## config.mk

```make
export PLATFORM = sky130hd
export DESIGN_NAME = mul_div_unit
export DESIGN_NICKNAME = d
export VERILOG_FILES = /design/src/rtl/mul_div_unit.sv
export SDC_FILE = /design/constraint.sdc
export NUM_CORES = 1
export LEC_CHECK = 0
export ABC_AREA = 1
export CAP_MARGIN = 10
export CORE_MARGIN = 1.5
export CORE_UTILIZATION = 35
export CTS_CLUSTER_DIAMETER = 40
export DETAILED_ROUTE_END_ITERATION = 10
export RECOVER_POWER = 50
export SYNTH_ARGS = -nofsm -noshare
export SYNTH_HDL_FRONTEND = slang
export SYNTH_SLANG_ARGS = --single-unit
```

## constraint.sdc

```tcl
create_clock -name clk -period 2.7 [get_ports clk]
set_clock_uncertainty 0.2 [all_clocks]
set_input_delay 0.27 -clock clk [delete_from_list [all_inputs] [get_ports clk]]
set_output_delay 0.27 -clock clk [all_outputs]
set_load 0.02 [all_outputs]
```

## src/rtl/mul_div_unit.sv

```systemverilog
// Multi-cycle MULT/MULTU/DIV/DIVU unit with HI/LO result registers, one bit per cycle.
// Define MDU_DIV_EN to compile in the restoring divider; without it divide ops complete as no-ops.
module mul_div_unit #(
  parameter int WIDTH = 32
) (
  input  logic             clk,
  input  logic             rst_n,
  input  logic             start,
  input  logic [1:0]       op,
  input  logic [WIDTH-1:0] a,
  input  logic [WIDTH-1:0] b,
  output logic             busy,
  output logic             done,
  output logic [WIDTH-1:0] hi,
  output logic [WIDTH-1:0] lo,
  output logic             div_by_zero
);
  localparam int CW = $clog2(WIDTH);

  typedef enum logic [1:0] {IDLE, CALC, FIX} state_t;

  state_t             state_q, state_d;
  logic [CW-1:0]      cnt_q, cnt_d;
  logic [1:0]         op_q, op_d;
  logic               neg_q, neg_d;
  logic [WIDTH-1:0]   mc_q, mc_d;
  logic [2*WIDTH-1:0] p_q, p_d;
  logic               busy_q, busy_d, done_q, done_d, dbz_q, dbz_d;
  logic [WIDTH-1:0]   hi_q, hi_d, lo_q, lo_d;
`ifdef MDU_DIV_EN
  logic               rneg_q, rneg_d, bz_q, bz_d;
  logic [WIDTH-1:0]   araw_q, araw_d;
  logic [WIDTH:0]     r_sh, diff;
  logic [2*WIDTH-1:0] div_nxt;
`endif

  logic               sgn, a_neg, b_neg;
  logic [WIDTH-1:0]   a_mag, b_mag;
  logic [WIDTH:0]     mul_sum;
  logic [2*WIDTH-1:0] mul_nxt, prod_neg;

  always_comb begin
    // Magnitudes as unsigned WIDTH-bit values: |MIN| = 2^(WIDTH-1) is still exact.
    sgn      = ~op[0];
    a_neg    = sgn & a[WIDTH-1];
    b_neg    = sgn & b[WIDTH-1];
    a_mag    = a_neg ? (~a) + 1'b1 : a;
    b_mag    = b_neg ? (~b) + 1'b1 : b;
    // Shift-add: p holds {partial product high half, remaining multiplier bits}.
    mul_sum  = {1'b0, p_q[2*WIDTH-1:WIDTH]} + {1'b0, mc_q & {WIDTH{p_q[0]}}};
    mul_nxt  = {mul_sum, p_q[WIDTH-1:1]};
    prod_neg = (~p_q) + 1'b1;
`ifdef MDU_DIV_EN
    // Restoring divide: p holds {remainder, dividend/quotient shift register}.
    r_sh     = {p_q[2*WIDTH-1:WIDTH], p_q[WIDTH-1]};
    diff     = r_sh - {1'b0, mc_q};
    div_nxt  = diff[WIDTH] ? {r_sh[WIDTH-1:0], p_q[WIDTH-2:0], 1'b0}
                           : {diff[WIDTH-1:0], p_q[WIDTH-2:0], 1'b1};
    rneg_d   = rneg_q;
    bz_d     = bz_q;
    araw_d   = araw_q;
`endif
    state_d = state_q;
    cnt_d   = cnt_q;
    op_d    = op_q;
    neg_d   = neg_q;
    mc_d    = mc_q;
    p_d     = p_q;
    busy_d  = busy_q;
    done_d  = 1'b0;
    hi_d    = hi_q;
    lo_d    = lo_q;
    dbz_d   = dbz_q;
    case (state_q)
      IDLE: if (start) begin
        op_d   = op;
        neg_d  = a_neg ^ b_neg;
        busy_d = 1'b1;
        cnt_d  = '0;
        mc_d   = a_mag;
        p_d    = {{WIDTH{1'b0}}, b_mag};
`ifdef MDU_DIV_EN
        rneg_d  = a_neg;
        bz_d    = (b == '0);
        araw_d  = a;
        state_d = CALC;
        if (op[1]) begin
          mc_d = b_mag;
          p_d  = {{WIDTH{1'b0}}, a_mag};
        end
`else
        state_d = op[1] ? FIX : CALC;
`endif
      end
      CALC: begin
        cnt_d = cnt_q + 1'b1;
        if (cnt_q == CW'(WIDTH-1)) state_d = FIX;
`ifdef MDU_DIV_EN
        p_d = op_q[1] ? div_nxt : mul_nxt;
`else
        p_d = mul_nxt;
`endif
      end
      FIX: begin
        state_d = IDLE;
        busy_d  = 1'b0;
        done_d  = 1'b1;
        dbz_d   = 1'b0;
        if (!op_q[1]) begin
          {hi_d, lo_d} = neg_q ? prod_neg : p_q;
        end
`ifdef MDU_DIV_EN
        else if (bz_q) begin
          lo_d  = '1;
          hi_d  = araw_q;
          dbz_d = 1'b1;
        end else begin
          lo_d = neg_q  ? prod_neg[WIDTH-1:0] : p_q[WIDTH-1:0];
          hi_d = rneg_q ? (~p_q[2*WIDTH-1:WIDTH]) + 1'b1 : p_q[2*WIDTH-1:WIDTH];
        end
`endif
      end
      default: state_d = IDLE;
    endcase
  end

  always_ff @(posedge clk or negedge rst_n) begin
    if (!rst_n) begin
      state_q <= IDLE;
      cnt_q   <= '0;
      op_q    <= '0;
      neg_q   <= 1'b0;
      mc_q    <= '0;
      p_q     <= '0;
      busy_q  <= 1'b0;
      done_q  <= 1'b0;
      hi_q    <= '0;
      lo_q    <= '0;
      dbz_q   <= 1'b0;
`ifdef MDU_DIV_EN
      rneg_q  <= 1'b0;
      bz_q    <= 1'b0;
      araw_q  <= '0;
`endif
    end else begin
      state_q <= state_d;
      cnt_q   <= cnt_d;
      op_q    <= op_d;
      neg_q   <= neg_d;
      mc_q    <= mc_d;
      p_q     <= p_d;
      busy_q  <= busy_d;
      done_q  <= done_d;
      hi_q    <= hi_d;
      lo_q    <= lo_d;
      dbz_q   <= dbz_d;
`ifdef MDU_DIV_EN
      rneg_q  <= rneg_d;
      bz_q    <= bz_d;
      araw_q  <= araw_d;
`endif
    end
  end

  assign busy        = busy_q;
  assign done        = done_q;
  assign hi          = hi_q;
  assign lo          = lo_q;
  assign div_by_zero = dbz_q;
endmodule
```

==> results of run 1 <==
==> cell families after synthesis <==
family	share of synthesized area
flops	0.324
fa+ha+maj	0.0365
buf+inv	0.105
compound gates	0.110
xor+xnor	0.0312
simple gates	0.393
other cells	0.000284
==> through the flow <==
stage	worst slack [ns]	area, sq um	utilization
floorplan	0.171	13200	-
global placement	-0.0142	15200	0.413
detailed placement	-0.0548	15200	0.413
CTS	0.0236	15800	0.429
global route	-0.0125	15800	0.430
finish	0.153	15800	0.430
==> cell usage in the layout (no fill, tap or decap), types with 7 or more instances in the layout <==
cell	netlist	final
o22ai_1	7	7
nor2_2	16	18
nor2_4	11	12
dfrtp_1	171	169
nand2_2	12	17
nand2_1	726	721
inv_2	14	11
clkdlybuf4s50_1	0	118
ha_1	37	35
nor2_1	197	194
nand3_1	175	175
clkbuf_16	0	17
o21ai_1	58	56
o21ai_0	119	120
a21oi_1	54	53
xor2_1	41	41
nand3_2	7	7
nand4_1	34	34
nor3_1	10	10
dlygate4sd3_1	0	16
buf_4	4	31
inv_1	271	274
==> path summary, 6_finish.rpt <==
path | start | end | slack [ns] | cells past startpoint
max | p_q[0] | p_q[40] | 0.15 | 11
min | a[19] | mc_q[19] | 0.27 | 3
max reg2reg | p_q[0] | p_q[40] | 0.15 | 11
min reg2reg | hi[17] | hi[17] | 0.28 | 2
max in group asynchronous | rst_n | neg_q | 0.56 | 3
min in group asynchronous | rst_n | state_q[0] | 0.39 | 2
==> timing repair <==
action	CTS	global route
hold buffers	1	0
hold endpoints to repair	122	0
pin swaps	0	0
setup endpoints to repair	2	20
setup buffers	0	1
gates resized for setup	1	14
==> worst max-delay path, stage by stage, from the launching register on <==
cell and delay (ns):
dfrtp_2 0.44, buf_12 0.17, nand2_1 0.07, inv_1 0.04
ha_1 0.33, nand2_1 0.12, inv_1 0.08, nand2_1 0.07
nand2_1 0.06, nand3b_1 0.31, o21ai_0 0.41, o21ai_1 0.12
==> layout make-up <==
type | instances | area, sq um | share of cell area
Inverter | 287 | 1080 | 0.0681
Clock inverter | 14 | 158 | 0.00995
Sequential cell | 171 | 4280 | 0.270
Clock buffer | 18 | 429 | 0.0271
Multi-Input combinational cell | 1569 | 7600 | 0.480
Tap cell | 504 | 631 | 0.0398
Timing Repair Buffer | 174 | 1670 | 0.105
==> layer usage <==
metal  track usage  wire length (um)  vias to the layer above
li1              -                 -                     6891
met1         0.352             22600                     6337
met2         0.364             19200                      387
met3        0.0292              2320                       47
met4        0.0599               794                        2
met5             0                 9                        -
==> registers in the layout (all words and copies together), names as in the netlist <==
register  cells
done          1
hi           32
neg_q         1
p_q          64
lo           32
state_q       2
op_q          1
cnt_q         5
mc_q         32
busy          1
==> power groups by stage <==
stage          clock network, uW  registers, uW  logic, uW
3_5_place_dp                   0           4900       9770
6_report                    2550           4880       9840
5_1_grt                     2700           5020      11000
3_3_place_gp                   0           4900       9680
2_1_floorplan                  0           5040       5970
4_1_cts                     2600           4860       9820
==> impl_metrics.tcl, run 1 <==
set metrics [dict create \
    place_inst 2703 \
    power_frac_seq 0.282 \
    synth_seq_cells 171 \
    wl_per_cell_um 16.4 \
    p_sw_frac 0.502 \
    outcome "finished, final reports clean" \
    path_clk_slew_ns 0.07 \
    syn_area_per_cell_sq_um 6.33 \
    path_max_fanout 29 \
    cts_buffers 17 \
    instances_no_fill 2737 \
    worstPathArrival_ns 2.65 \
    dp_hpwl_mm 35.7 \
    setup.worst_path.start_class "register" \
    drive_gt1_frac 0.0703 \
    criticalPathCategory "reg2reg" \
    tightest_slew_ns 1.17 \
    cts_tree "yes" \
    die_w_um 197 \
    ant_nets 0 \
    die_h_um 197 \
    num_io_pins 136 \
    end_kind "register" \
    ys_seq_area_frac 0.324 \
    rsz0062_at_grt "yes" \
    final_hold_viol_count 0 \
    hp-class "in2reg" \
    clock_sinks 171 \
    firstDrtPassIters 6 \
    synth_area_sq_um 13200 \
    syn_inst 2086 \
    ys_types 51 \
    setup_viol 0 \
    initial_utilization 0.358 \
    drv_slew 0 \
    place_congestion 0.939 \
    die_area_sq_um 38900 \
    overflow 0 \
    cp.required_ns 2.80 \
    max-cap-violations 0 \
    pwr_density_cell_nw_per_um2 1090 \
    slew_headroom 0.220 \
    post-route-min-period_ns 2.55 \
    worstSkewPairLatency_ns 0.44 \
    period_share 0.943 \
    clock_path_buffers 2 \
    yosysMostFrequentCell "nand2_1" \
    whs_ns 0.266 \
    antenna_cells 0 \
    pwr-share-clk 0.148 \
    fp-row-count 70 \
    yosys-top-cells-count "726 x nand2_1, 271 x inv_1, 197 x nor2_1" \
    grtUsageTotal 0.238 \
    total_power_uw 17300 \
    fin_setup_tns_ns 0 \
    grt_pass1_vias 13100 \
    area_growth_pct 19.9 \
    io_buffers 134 \
    coreArea_sq_um 36900 \
    p_switching_uw 8670 \
    root_buffer "clkbuf_16" \
    htreeDepth 4 \
    synthFlopType "dfrtp_1" \
    yosys_warnings 0 \
    ir_drop_mv 0.455 \
    yosysTopAreaCell "dfrtp_1" \
    routed_wl_mm 45.0 \
    grt_max_degree 93 \
    combPwrFrac 0.570 \
    yosysTopAreaCellShare 0.324 \
    fillers 3960 \
    drc 0 \
    synth-edff-count 0 \
    internal_power_uw 8590 \
    syn_nets 2193 \
    p_leak_uw 0.00821 \
    fmax_mhz 393 \
    via_per_inst 4.99 \
    yosys-top-cells-area "dfrtp_1 32%, nand2_1 21%, inv_1 7.7%" \
    drt_iter0_drc 979 \
    finalNetCount 2327 \
    grt_pass1_wl_mm 72.1 \
    dr_total_vias 13700 \
    synthArstFlopShare 1.00 \
    antenna_found_initial 1 \
]
Power figures use the tool's default switching activity.
==> run 2: changes to the inputs <==
Settings changed: ABC_CLOCK_PERIOD_IN_PS from default to 2700, PLACE_DENSITY from default to 0.66.
==> impl_metrics.tcl, run 2 (synthesis results as in run 1) <==
set metrics [dict create \
    grt_pass1_vias 12800 \
    postPlaceCellArea_sq_um 15200 \
    internal_power_uw 8610 \
    combPwrFrac 0.567 \
    overflow 0 \
    wl_per_cell_um 16.2 \
    htreeDepth 4 \
    setup_viol 0 \
    io_buffers 134 \
    die_h_um 197 \
    num_io_pins 136 \
    hp-class "in2reg" \
    crit_top_cell "nand2_1" \
    grt_max_degree 93 \
    p_sw_frac 0.501 \
    dr_total_vias 13600 \
    whs_ns 0.241 \
    place_congestion 0.936 \
    worstSkewPairLatency_ns 0.44 \
    p_leak_uw 0.00822 \
    die_area_sq_um 38900 \
    path_clk_slew_ns 0.07 \
    area_growth_pct 19.8 \
    fin_util 0.429 \
    max-cap-violations 0 \
    drt_iter0_drc 1333 \
    firstDrtPassIters 7 \
    coreArea_sq_um 36900 \
    slew_headroom 0.0533 \
    drc 0 \
    worstPathArrival_ns 2.66 \
    antenna_found_initial 0 \
    die_w_um 197 \
    setup.worst_path.start_class "register" \
    clock_sinks 171 \
    fmax_mhz 392 \
    tightest_slew_ns 1.42 \
    final_common_cell "nand2_1" \
    post-route-min-period_ns 2.55 \
    grtUsageTotal 0.233 \
    outcome "finished, final reports clean" \
    crit_chain "buf_12 > nand2_1 > inv_1 > ha_1 > nand2_1 > inv_1 > nand2_1 > nand2_1 > nand2_1 > nand3b_1 > o21ai_0 > o21ai_1" \
    ant_nets 0 \
    final_hold_viol_count 0 \
    layout_common_cells "722 x nand2_1, 272 x inv_1, 195 x nor2_1" \
    period_share 0.945 \
    via_per_inst 4.99 \
    antenna_cells 0 \
    criticalPathCategory "reg2reg" \
    pwr_density_cell_nw_per_um2 1090 \
    grt_pass1_wl_mm 70.4 \
    total_power_uw 17200 \
    p_switching_uw 8620 \
    cts_buffers 17 \
    clock_path_buffers 2 \
    drv_slew 0 \
    largest_register "p_q" \
    routed_wl_mm 44.2 \
    slowest_delay_ns 0.44 \
    fp-row-count 70 \
    largest_reg_flops 64 \
    power_frac_seq 0.280 \
    pwr-share-clk 0.153 \
    dp_hpwl_mm 34.9 \
    design_area_sq_um 15800 \
    cp.required_ns 2.81 \
    cts_tree "yes" \
    initial_utilization 0.358 \
    ir_drop_mv 0.408 \
    end_kind "register" \
    drive_gt1_frac 0.0682 \
    finalNetCount 2323 \
    root_buffer "clkbuf_16" \
    path_max_fanout 29 \
    slowest_stage "dfrtp_2" \
]
[run 2: changes by cell type in the layout (fill, tap and decap cells not counted), sizes merged]
cell / before / now
bufinv: 2 / 3
clkdlybuf4s50: 118 / 106
clkinv: 5 / 4
clkbuf: 24 / 23
dlygate4sd3: 16 / 28
buf: 34 / 31
[run 2: cell type report]
class / count / area, sq um
fillers: 3895 / 21000
multi-input cells: 1569 / 7580
flip-flops and latches: 171 / 4280
repair buffers: 170 / 1650
inverters: 287 / 1080
well taps: 504 / 631
clock buffers: 18 / 429
clock inverters: 14 / 181
[run 2: power by group through the flow]
stage               sequential, uW  clock, uW  combinational (uW)
floorplan                     5040          0                5970
global placement              4820          0                9620
detailed placement            4860          0                9710
CTS                           4810       2690                9750
global route                  4980       2800               10900
finish                        4830       2640                9770
[run 2: timing repair]
| item | 4_1_cts | 5_1_grt |
|---|---|---|
| setup endpoints to repair | 0 | 17 |
| endpoints found under the hold margin | 52 | 0 |
| gates resized for setup | 0 | 13 |
| buffers inserted | 0 | 2 |
| hold buffers | 1 | 0 |
[run 2: layer usage]
metal | up-vias | GRT usage | share of wire
li1 | 6889 | - | -
met1 | 6260 | 0.351 | 0.50
met5 | - | 0 | 0
met4 | 0 | 0.0681 | 0.018
met3 | 54 | 0.0239 | 0.055
met2 | 425 | 0.349 | 0.42
[run 2: per-stage QoR]
step / TNS, ns / setup WS, ns / instances
floorplan: 0 / 0.171 / 2086
global placement: 0 / 0.0391 / 2698
detailed placement: 0 / 0.0283 / 2698
CTS: 0 / 0.00244 / 2731
global route: -0.00197 / -0.00197 / 2733
finish: 0 / 0.149 / 2733
[run 2: path summary, 6_finish.rpt]
| kind | startpoint | endpoint | slack [ns] | cells after the start |
|---|---|---|---|---|
| max in group asynchronous | rst_n | p_q[51] | 0.48 | 3 |
| min in group asynchronous | rst_n | done | 0.48 | 2 |
| worst min-delay path | b[1] | p_q[1] | 0.24 | 3 |
| worst max register to register | p_q[0] | p_q[40] | 0.15 | 12 |
| worst min register to register | hi[17] | hi[17] | 0.28 | 2 |
| worst max-delay path | p_q[0] | p_q[40] | 0.15 | 12 |
[run 2: critical path: cells and delay by family, from the launching register on]
kind                     cells  cell delay, ns
buffers and inverters        3            0.27
AO/OA/AOI/OAI                2            0.55
AND/OR/NAND/NOR              6            0.61
adder cells (fa/ha/maj)      1            0.33
flip-flops                   1            0.44
==> edit 1, RTL diff (config.mk and constraints of run 2) <==
Add a define of `MDU_DIV_EN`.
--- a/src/rtl/mul_div_unit.sv
+++ b/src/rtl/mul_div_unit.sv
@@ -1,5 +1,7 @@
 // Multi-cycle MULT/MULTU/DIV/DIVU unit with HI/LO result registers, one bit per cycle.
 // Define MDU_DIV_EN to compile in the restoring divider; without it divide ops complete as no-ops.
+`define MDU_DIV_EN
+
 module mul_div_unit #(
   parameter int WIDTH = 32
 ) (
Function: changed (a bounded check fails within 4 cycles, from zero or initial values and one cycle with rst_n low).
==> edit 1 against run 2 <==
The flow now finishes with violations (capacitance limit, slew limit). Critical path depth rose by 3. Non-clock buffer count rose by 268. Cell area rose by 67%. Total power is 120% higher. Routed wire length rose by 99%. Area after synthesis rose by 49%. Clock power is 100% higher. Sequential cell count is 35 higher. Critical path type unchanged. Sequential power is 21% higher. First-iteration DRC count up 82%. Final cell count is 64% higher. Worst setup slack worse by 0.13 ns. Global-route usage is 6.4 points higher.
==> edit 1: results (changes against run 2) <==
[route]
avgViaCountPerCell = 5.25  ; was 4.99
totalWireLength_microns = 87800  ; was 44200 microns
drtIter0Drc = 2432  ; was 1333
drt-pass1-iter-count = 8  ; was 7

[global_route]
grt_pass1_vias = 22000  ; was 12800
grt_usage_pct = 29.7  ; was 23.3%
grt_pass1_wl_microns = 129000  ; was 70400 microns
grt_max_degree = 80  ; was 93
antenna_found_initial = 3  ; was 0

[cells_and_area]
largest_reg_flops = 64  ; unchanged
fin_nets = 3840  ; was 2323
final_cells = 4477  ; was 2733
top_register = p_q  ; unchanged
fillers = 5762  ; was 3895
antennaDiodeCount = 0  ; unchanged
drive_above_1_share_pct = 16.0  ; was 6.82%

[synth]
syn_nets = 3482  ; was 2193
synth_compound_area_share_pct = 15.0  ; was 11.0%
synth_ff_type = dfrtp_1  ; unchanged
synthMuxAreaShare_pct = 0  ; unchanged
synth_xor_area_share_pct = 4.53  ; was 3.12%
ys_top_cells_by_area = dfrtp_1, nand2_1, inv_1  ; unchanged
ys_top_cells_by_count = nand2_1, inv_1, nor2_1, nand3_1, o21ai_0  ; was nand2_1, inv_1, nor2_1, nand3_1, dfrtp_1
post_synth_num_cell_types = 53  ; was 51
synth-adder-area-share_pct = 4.64  ; was 3.65%
yosysSeqAreaShare_pct = 26.1  ; was 32.4%
yosys_warnings = 0  ; unchanged
postSynth.asyncResetShare_pct = 100  ; unchanged
syn_inst = 3341  ; was 2086

[place]
gp_congestion = 1.06  ; was 0.936
numPortBuffers = 135  ; was 134
place_inst = 4388  ; was 2698
dpl.hpwl_microns = 69900  ; was 34900 microns

[clock_tree]
cts_root_buf = clkbuf_16  ; unchanged
ctsLongestPathBuffers = 3  ; was 2
cts.htree.levels = 2  ; was 4
cts_buffers = 41  ; was 17
clkTransAtPathRegs_ns = 0.05  ; was 0.07 ns
clk-insertion-delay-late_ns = 0.57  ; was 0.44 ns

[critical_path]
slowest_delay_ns = 0.42  ; was 0.44 ns
critPathTopFamily = buffers and inverters  ; was simple AND/OR/NAND/NOR gates
crit_slowest_cell = dfrtp_1  ; was dfrtp_2
critPathMaxFanout = 14  ; was 29
critPathArrivalTime_ns = 2.92  ; was 2.66 ns

[min_path]
min_path_type = input pin to flip-flop  ; unchanged

[sta]
slew_headroom_pct = -14.7  ; was 5.33%
maxSlewViolCount = 53  ; was 0
tns_ns = 0  ; unchanged

[power]
p_leak_nw = 13.0  ; was 8.22 nW
peakVddDrop_uv = 730  ; was 408 uV
swShare_pct = 51.5  ; was 50.1%

[run_status]
status = finished, violations left  ; was complete, no violations
violations = capacitance limit, slew limit

[run]
maxCapViolCount = 1  ; was 0

## edit 1: kinds of logic after synthesis
family | after synthesis
AOI/OAI and AO/OA | 533
xor gates and xnor gates | 102
adders and majority gates | 72
buffers and inverters | 593
DFF | 206
and+or+nand+nor | 1835
## edit 1: power groups by stage
| stage | sequential [W] | combinational [W] | clock, W |
|---|---|---|---|
| finish | 0.00586 | 0.0264 | 0.00540 |
| global route | 0.00593 | 0.0290 | 0.00559 |
| CTS | 0.00566 | 0.0235 | 0.00544 |
| detailed placement | 0.00570 | 0.0232 | 0 |
| global placement | 0.00569 | 0.0232 | 0 |
| floorplan | 0.00539 | 0.0144 | 0 |
## edit 1: worst register-to-register path: stages (launching register included)
cell and delay (ns):
dfrtp_1 0.42, buf_12 0.17, nand2_1 0.07, inv_1 0.09
ha_4 0.21, buf_4 0.15, nand2_1 0.11, buf_4 0.14
o21ai_1 0.08, a21oi_1 0.29, nand2_4 0.12, buf_6 0.13
xnor2_1 0.16, a21oi_1 0.09, nand2_1 0.10, nand2_1 0.05
## edit 1: final cells by class
type | count | area (sq um) | share of cell area (%)
Tap cell | 748 | 936 | 3.55
Clock buffer | 52 | 1150 | 4.35
Multi-Input combinational cell | 2542 | 13200 | 50.1
Timing Repair Buffer | 438 | 3840 | 14.6
Sequential cell | 206 | 5170 | 19.6
Inverter | 470 | 1760 | 6.69
Clock inverter | 21 | 307 | 1.16
## edit 1: stage by stage
step	worst slack (ns)	area [sq um]
after global placement	-0.195	23800
final	0.0144	26400
after floorplan	0.0925	19700
after CTS	0.000414	25300
after global routing	-0.108	26400
after detailed placement	-0.168	23800
## edit 1: per-layer routing
metal  track usage (%)  vias up  share of wire (%)
met5                 0        -              0.015
met3              5.82      238                8.8
li1                  -    11400                  -
met1              39.8    10800                 42
met4              14.8        2                5.8
met2              45.3     1075                 43
## edit 1: path summary, 6_finish.rpt
| check | startpoint | endpoint | slack, ns | depth (start not counted) |
|---|---|---|---|---|
| worst min register to register | hi[27] | hi[27] | 0.27 | 2 |
| min in group asynchronous | rst_n | hi[2] | 0.47 | 2 |
| worst max-delay path | p_q[0] | p_q[45] | 0.01 | 15 |
| worst max register to register | p_q[0] | p_q[45] | 0.01 | 15 |
| max in group asynchronous | rst_n | p_q[46] | 0.63 | 2 |
| worst min-delay path | a[1] | araw_q[1] | 0.15 | 3 |
## edit 1: repair_timing
action / 4_1_cts / 5_1_grt
hold buffers: 1 / 0
pin swaps: 1 / 44
endpoints found under the setup margin: 23 / 41
endpoints found under the hold margin: 206 / 0
setup buffers: 2 / 11
gates cloned: 0 / 2
gates resized for setup: 9 / 211
==> edit 2, RTL diff (flow settings as in run 2) <==
Made on the original files. Reset style: synchronous (`rst_n`), changed in one clocked block.
--- a/src/rtl/mul_div_unit.sv
+++ b/src/rtl/mul_div_unit.sv
@@ -124,7 +124,7 @@
     endcase
   end
 
-  always_ff @(posedge clk or negedge rst_n) begin
+  always_ff @(posedge clk) begin
     if (!rst_n) begin
       state_q <= IDLE;
       cnt_q   <= '0;
Behaviour: differs if rst_n is asserted again (counterexample within 4 cycles, from zero or initial values and one cycle with rst_n low); with rst_n held inactive, the same outputs for 10 cycles.
==> edit 2 against run 2 <==
Worst setup slack better by 0.075 ns. Global-route usage up 0.51 points. Area after synthesis down 0.67%. Sequential cell count unchanged. Cell area down 1.7%. Routed wire length up 3.5%. Critical path type unchanged.
Power is not compared: it rests on default switching activity, and its combinational part moved more than twofold at a synthesized area within 25%.
==> edit 2: results (changes against run 2) <==
[run_status]
status = complete, no violations  ; unchanged

[global_route]
grt_pass1_vias = 13400  ; was 12800
grt_max_degree = 123  ; was 93
grt_pass1_wl_microns = 72600  ; was 70400 microns
grt_usage_pct = 23.8  ; was 23.3%

[cells_and_area]
fin_nets = 2472  ; was 2323
register_area_sq_um = 3430  ; was 4280 sq um
buf_share_pct = 10.5  ; was 10.4%
drive_above_1_share_pct = 5.00  ; was 6.82%
seq_share_pct = 22.0  ; was 27.1%
final_cells = 2846  ; was 2733
multi_input_cells = 1663  ; was 1569
antennaDiodeCount = 0  ; unchanged
fillers = 4011  ; was 3895
clkbuf_count = 17  ; was 18
multi_input_area_share_pct = 51.5  ; was 47.9%
inv_count = 345  ; was 287

[synth]
synth_compound_area_share_pct = 16.0  ; was 11.0%
syn_area_per_cell_sq_um = 5.81  ; was 6.33 sq um
synth-adder-area-share_pct = 3.68  ; was 3.65%
syn_nets = 2366  ; was 2193
yosysSeqAreaShare_pct = 26.1  ; was 32.4%
post_synth_num_cell_types = 46  ; was 51
syn_area_sq_um = 13100  ; was 13200 sq um
ys_top_cells_by_count = nand2_1, inv_1, nor2_1, nand3_1, dfxtp_1  ; was nand2_1, inv_1, nor2_1, nand3_1, dfrtp_1
synth_xor_area_share_pct = 2.67  ; was 3.12%
synth_ff_type = dfxtp_1  ; was dfrtp_1

[route]
post_drt_wl_per_cell_microns = 16.1  ; was 16.2 microns
m1WireLength_microns = 22500  ; was 22200 microns
route.met3.wl_microns = 3140  ; was 2410 microns
avgViaCountPerCell = 5.09  ; was 4.99
drt-pass1-iter-count = 5  ; was 7
drtIter0Drc = 1233  ; was 1333
met2WireLength_microns = 19000  ; was 18800 microns

[critical_path]
slowest_delay_ns = 1.04  ; was 0.44 ns
critPathArrivalTime_ns = 2.67  ; was 2.66 ns
ff2ff_path_depth = 7  ; was 12
endpoint = p_q[0]  ; was p_q[40]
startpoint = state_q[1]  ; was p_q[0]
reg2reg_slack_ns = 0.22  ; was 0.15 ns
crit_slowest_cell = buf_2  ; was dfrtp_2
critPathMaxFanout = 65  ; was 29

[min_path]
hold_path_startpoint = rst_n  ; was b[1]
min_to = p_q[0]  ; was p_q[1]
hold_depth = 4  ; was 3

[place]
place_area_sq_um = 15000  ; was 15200 sq um
gp_congestion = 0.972  ; was 0.936
dp_slack_ns = 0.105  ; was 0.0283 ns

[sta]
slew_headroom_pct = 8.02  ; was 5.33%
fin_crit_sh_pct = 91.7  ; was 94.5%
whs_ns = 0.169  ; was 0.241 ns

==> edit 2: changes by cell type after synthesis, sizes merged, moves of 7 or more <==
cell / before / now
nor2: 225 / 276
o21a: 0 / 30
o22ai: 7 / 0
clkbuf: 16 / 42
nand3: 183 / 194
a21oi: 54 / 151
o21ai: 183 / 144
or2: 4 / 11
nand2: 740 / 669
inv: 285 / 343
dfxtp: 0 / 171
o221ai: 4 / 14
dfrtp: 171 / 0
==> edit 2: repair_timing <==
action / 4_1_cts / 5_1_grt
resized for setup: 0 / 2
buffers inserted: 0 / 0
endpoints found under the setup margin: 0 / 13
==> edit 2: metal layers <==
| metal | track usage, % | up-vias |
|---|---|---|
| met3 | 3.18 | 62 |
| met5 | 0 | - |
| met1 | 34.7 | 6494 |
| li1 | - | 7404 |
| met2 | 36.3 | 515 |
| met4 | 6.81 | 0 |
